**config.mk**
```make
export PLATFORM = sky130hd
export DESIGN_NAME = load_store_unit
export DESIGN_NICKNAME = d
export VERILOG_FILES = /design/src/rtl/load_store_unit.sv
export SDC_FILE = /design/constraint.sdc
export NUM_CORES = 1
export LEC_CHECK = 0
export BUFFER_PORTS_ARGS = -buffer_cell sky130_fd_sc_hd__clkbuf_2
export CAP_MARGIN = 0
export CORE_ASPECT_RATIO = 0.7
export CORE_MARGIN = 1.5
export CORE_UTILIZATION = 45
export DETAILED_ROUTE_END_ITERATION = 10
export PLACE_DENSITY = 0.82
export SLEW_MARGIN = 20
export SYNTH_ARGS = -nofsm -noshare
export SYNTH_HDL_FRONTEND = slang
export SYNTH_SLANG_ARGS = --single-unit
export TNS_END_PERCENT = 1
```
**constraint.sdc**
```tcl
create_clock -name CLK -period 4.4 [get_ports CLK]
set_clock_uncertainty 0.15 [all_clocks]
set_input_delay 1.32 -clock CLK [delete_from_list [all_inputs] [get_ports CLK]]
set_output_delay 1.32 -clock CLK [all_outputs]
set_load 0.1 [all_outputs]
```
**src/rtl/load_store_unit.sv**
```systemverilog
// Memory-stage load/store unit: doubleword-aligned accesses to memoryFile with RMW for sub-doubleword stores.
// Optional LSU_MISALIGN_TRAP_EN: drop misaligned requests and flag them instead of force-aligning the address.
module load_store_unit #(
    parameter int XLEN = 64
) (
    input  logic            CLK,
    input  logic            reset,
    input  logic            MEM_V,
    input  logic            MEM_LD,
    input  logic            MEM_ST,
    input  logic [2:0]      MEM_FUNCT3,
    input  logic [XLEN-1:0] MEM_ADDR,
    input  logic [XLEN-1:0] MEM_STORE_DATA,
    output logic            LSU_STALL,
    output logic            LSU_DONE,
    output logic [XLEN-1:0] LSU_LOAD_DATA,
    output logic            LSU_MISALIGNED,
    output logic            mem_v,
    output logic            mem_we,
    output logic [XLEN-1:0] mem_address,
    output logic [XLEN-1:0] mem_data,
    input  logic            mem_stall,
    input  logic [XLEN-1:0] mem_rdata
);
    typedef enum logic [1:0] {IDLE, READ, WRITE, DONE} state_t;

    state_t          state;
    logic [2:0]      funct3;
    logic [XLEN-1:0] addr;
    logic [XLEN-1:0] wdata;
    logic [XLEN-1:0] load_data;
    logic            is_store;

    logic            accept;
    logic            req_illegal;
    logic            req_drop;
    logic [2:0]      size_mask;
    logic [XLEN-1:0] req_addr;

    assign accept      = MEM_V && (MEM_LD || MEM_ST);
    assign req_illegal = MEM_ST ? MEM_FUNCT3[2] : (MEM_FUNCT3 == 3'b111);

    always_comb begin
        case (MEM_FUNCT3[1:0])
            2'b00:   size_mask = 3'b000;
            2'b01:   size_mask = 3'b001;
            2'b10:   size_mask = 3'b011;
            default: size_mask = 3'b111;
        endcase
    end

`ifdef LSU_MISALIGN_TRAP_EN
    logic req_misaligned;
    logic misaligned;

    assign req_misaligned = (MEM_ADDR[2:0] & size_mask) != 3'b000;
    assign req_drop       = req_illegal || req_misaligned;
    assign req_addr       = MEM_ADDR;
    assign LSU_MISALIGNED = (state == DONE) && misaligned;

    // An illegal funct3 wins over misalignment, so only legal-but-misaligned requests raise the flag.
    always_ff @(posedge CLK) begin
        if (reset)
            misaligned <= 1'b0;
        else if (state == IDLE && accept)
            misaligned <= req_misaligned && !req_illegal;
    end
`else
    assign req_drop       = req_illegal;
    assign req_addr       = {MEM_ADDR[XLEN-1:3], MEM_ADDR[2:0] & ~size_mask};
    assign LSU_MISALIGNED = 1'b0;
`endif

    logic [5:0]      lane_shift;
    logic [XLEN-1:0] lane;
    logic [XLEN-1:0] load_ext;
    logic [7:0]      base_mask;
    logic [7:0]      byte_mask;
    logic [XLEN-1:0] store_shift;
    logic [XLEN-1:0] merged;

    assign lane_shift = {addr[2:0], 3'b000};

    always_comb begin
        lane = mem_rdata >> lane_shift;
        case (funct3)
            3'b000:  load_ext = {{(XLEN-8){lane[7]}}, lane[7:0]};
            3'b001:  load_ext = {{(XLEN-16){lane[15]}}, lane[15:0]};
            3'b010:  load_ext = {{(XLEN-32){lane[31]}}, lane[31:0]};
            3'b100:  load_ext = {{(XLEN-8){1'b0}}, lane[7:0]};
            3'b101:  load_ext = {{(XLEN-16){1'b0}}, lane[15:0]};
            3'b110:  load_ext = {{(XLEN-32){1'b0}}, lane[31:0]};
            default: load_ext = lane;
        endcase
    end

    // Store bytes are shifted into their lanes and overlaid on the doubleword just read.
    always_comb begin
        case (funct3[1:0])
            2'b00:   base_mask = 8'h01;
            2'b01:   base_mask = 8'h03;
            2'b10:   base_mask = 8'h0F;
            default: base_mask = 8'hFF;
        endcase
        byte_mask   = base_mask << addr[2:0];
        store_shift = wdata << lane_shift;
        merged      = mem_rdata;
        for (int i = 0; i < 8; i++) begin
            if (byte_mask[i])
                merged[8*i +: 8] = store_shift[8*i +: 8];
        end
    end

    always_ff @(posedge CLK) begin
        if (reset) begin
            state     <= IDLE;
            funct3    <= 3'b000;
            addr      <= '0;
            wdata     <= '0;
            load_data <= '0;
            is_store  <= 1'b0;
        end else begin
            case (state)
                IDLE: begin
                    if (accept) begin
                        funct3   <= MEM_FUNCT3;
                        addr     <= req_addr;
                        wdata    <= MEM_STORE_DATA;
                        is_store <= MEM_ST;
                        if (req_drop) begin
                            load_data <= '0;
                            state     <= DONE;
                        end else if (MEM_ST && MEM_FUNCT3[1:0] == 2'b11) begin
                            state <= WRITE;
                        end else begin
                            state <= READ;
                        end
                    end
                end
                READ: begin
                    if (!mem_stall) begin
                        if (is_store) begin
                            wdata <= merged;
                            state <= WRITE;
                        end else begin
                            load_data <= load_ext;
                            state     <= DONE;
                        end
                    end
                end
                WRITE: begin
                    if (!mem_stall)
                        state <= DONE;
                end
                default: state <= IDLE;
            endcase
        end
    end

    assign mem_v         = (state == READ) || (state == WRITE);
    assign mem_we        = (state == WRITE);
    assign mem_address   = mem_v ? {addr[XLEN-1:3], 3'b000} : '0;
    assign mem_data      = mem_we ? wdata : '0;
    assign LSU_DONE      = (state == DONE);
    assign LSU_LOAD_DATA = load_data;
    assign LSU_STALL     = mem_v || ((state == IDLE) && accept);
endmodule

```
==> results.md <==
- Row count: 51
- Slowest CP cell: ha_2
- CTS-repair resized insts: 0
- Crit Path Class: reg2out
- Setup TNS: 0 ns
- Max VDD drop: 0.366 mV
- CTS Sinks: 198
- GRT Util Overall: 0.349
- DR WL/cell: 23.5 um
- Most frequent cells in the layout: clkbuf_2, nand2_1, dfxtp_1
- Die Wd: 203 um
- Final setup vio count: 0
- Clock root buffer: clkbuf_16
- 1st-iter DRT viols: 1596
- Yosys cell types: 63
- Vias in the first global route: 12100
- Largest net degree at the start of global routing: 149
- Hold_buf cts: 0
- H-tree depth: 4
- First-pass GRT wire length: 75.7 mm
- Post-DP HPWL: 39.2 mm
- Worst skew pair latency: 0.46 ns
- First drt pass iteration count: 8
- Post-Synthesis Cells: 1553
- Initial antenna violation count: 2
- Ratio of cells with drive above 1 in the final layout: 0.291
- CORE AREA: 27700 um2
- Final Hold Vio Count: 0
- Post-CTS Setup Inserts: 0
- WL met2: 21.4 mm
- Starting Density: 0.456
- Top achievable clock speed: 0.252 GHz
- Req. time, crit path: 2.93 ns
- Final instance area: 15200 um2
- Clock buffer depth: 2
- Final ANT Viol Nets: 0
- EDFF count, synth: 0
- Final core utilization: 0.549
- CP max FO: 67
- CP cell instances: inv_1 > ha_2 > and2_1 > clkbuf_2
- Min-delay worst type: reg2reg
- CP arrival: 2.50 ns
- # DRC: 0
- Die area: 29100 um2
- Gpl congestion: 0.993
- Final slew viol count: 0
- Highest metal used: met4
- Syn Area/Cell: 8.13 um2
- Crit share post-route: 0.902
- Max stage delay on crit path: 0.84 ns
- Slew at the pin with the worst max-slew slack: 0.998 ns
- Yosys warnings: 0
- Max-Cap Viols: 0
- Post-synthesis sequential area ratio: 0.314
- Hold_ws: 0.302 ns
- CP Launch Type: flop
- Status: completed
- Worst-path clk slew: 0.08 ns
- Area growth from synthesis to layout: 20.4%
- Vias/cell: 6.08
- CTS tree: built
- PortBufs: 393
- GRT overflow: 0
- Final #Nets: 2047
- Leak: 6.07 nW
- Overall Power: 9.27 mW
- P per Cell Area: 610 nW/um2
- Vias: 13500
- Placed cell areas: 14600 um2
- Ys async rst share: 0
- Die Span Y: 143 um
- Post-Syn Area: 12600 um2
- Wl on met1: 22.9 mm
- Rel. slew slack: 0.335
- # IOs: 398
- Most used DFF post-synth: dfxtp_1
- CTS Buf Count: 17
- Total wire length: 52.5 mm
- Post-layout min period: 3.97 ns
- Setup crit end kind: output pin
- RSZ-0062 raised after global routing: no
- Seq cells post-synth: 198
- Most common cell after layout, fill and taps aside: clkbuf_2
- DR WL met3: 6.82 mm
## kinds of logic after synthesis
kind of cell | Yosys count | share of synthesized area
AND/OR/NAND/NOR | 531 | 0.203
AO/OA/AOI/OAI | 482 | 0.262
flip-flops | 198 | 0.314
buffers and inverters | 168 | 0.0637
multiplexers | 168 | 0.152
adder cells (fa/ha/maj) | 5 | 0.00476
other | 1 | 0.000297
## metrics by stage
stage	std cells	worst slack [ns]
floorplan	1556	0.161
global placement	2194	0.627
detailed placement	2194	0.635
CTS	2226	0.393
global route	2227	0.219
finish	2228	0.430
## cells in the mapped netlist (3+ instances only)
| library cell | n | share of area |
|---|---|---|
| o41ai_1 | 8 | 0.0056 |
| o31ai_1 | 7 | 0.0042 |
| mux2i_1 | 121 | 0.096 |
| o2bb2ai_1 | 9 | 0.0062 |
| a31oi_1 | 18 | 0.0089 |
| and2_1 | 131 | 0.065 |
| nand2b_1 | 6 | 0.0030 |
| a21oi_1 | 132 | 0.052 |
| clkbuf_1 | 84 | 0.025 |
| o21ai_0 | 58 | 0.023 |
| buf_6 | 9 | 0.0080 |
| o22ai_1 | 10 | 0.0050 |
| nor2_1 | 86 | 0.026 |
| a211o_1 | 10 | 0.0069 |
| a21o_1 | 3 | 0.0018 |
| or3_1 | 4 | 0.0020 |
| o21ai_1 | 5 | 0.0020 |
| nor2b_1 | 20 | 0.0099 |
| a211oi_1 | 74 | 0.044 |
| o221ai_1 | 16 | 0.011 |
| buf_4 | 16 | 0.0095 |
| a2bb2oi_1 | 7 | 0.0049 |
| dfxtp_1 | 198 | 0.31 |
| nand2_1 | 231 | 0.069 |
| nand3_1 | 5 | 0.0020 |
| ha_1 | 4 | 0.0040 |
| or2_2 | 19 | 0.0094 |
| a221oi_1 | 22 | 0.015 |
| buf_1 | 9 | 0.0027 |
| nand3b_1 | 10 | 0.0059 |
| a22o_1 | 33 | 0.023 |
| inv_1 | 13 | 0.0039 |
| buf_2 | 36 | 0.014 |
| o22a_1 | 8 | 0.0056 |
| mux2_2 | 30 | 0.027 |
| a22oi_1 | 23 | 0.014 |
| o211ai_1 | 28 | 0.017 |
| mux4_2 | 16 | 0.029 |
| and3_1 | 8 | 0.0040 |
## layer usage
layer	up-vias	global-route usage
li1	6197	-
met1	6392	0.501
met2	851	0.486
met3	101	0.114
met4	0	0.108
met5	-	0
## area by class of cell
class,instances,area (um2)
inverter,14,52.6
sequential,198,3970
fill,2633,12500
antenna,2,5.00
multi-input combinational,1190,7890
clock buffer,17,425
timing repair buffer,421,2210
tap,371,464
clock inverter,15,185
## worst max-delay path: cells and delay by family, from the launching register on
kind                       cells  cell delay, ns
adders and majority gates      1            0.84
buffers and inverters          2            0.56
DFF                            1            0.35
and+or+nand+nor                1            0.25
## sequential cells by signal, summed over array words and instances, names as in the netlist
name and flops:
wdata 64, state 2, is_store 1, addr 64
LSU_LOAD_DATA 64, funct3 3
## path summary, 6_finish.rpt
kind	start	endpoint	slack, ns	cells after the start
setup / recovery	state[0]	mem_data[13]	0.43	4
hold / removal	addr[27]	addr[27]	0.30	2
setup reg to reg	addr[2]	LSU_LOAD_DATA[35]	1.16	7
hold reg to reg	addr[27]	addr[27]	0.30	2
## report_power, final
| group | switching [mW] | internal [mW] | leakage, nW | total [mW] |
|---|---|---|---|---|
| clock network | 0.862 | 0.773 | 0.284 | 1.63 |
| registers | 0.582 | 2.17 | 1.62 | 2.75 |
| logic | 3.61 | 1.28 | 4.17 | 4.89 |
Note: power is estimated with default switching activity, not from simulation.
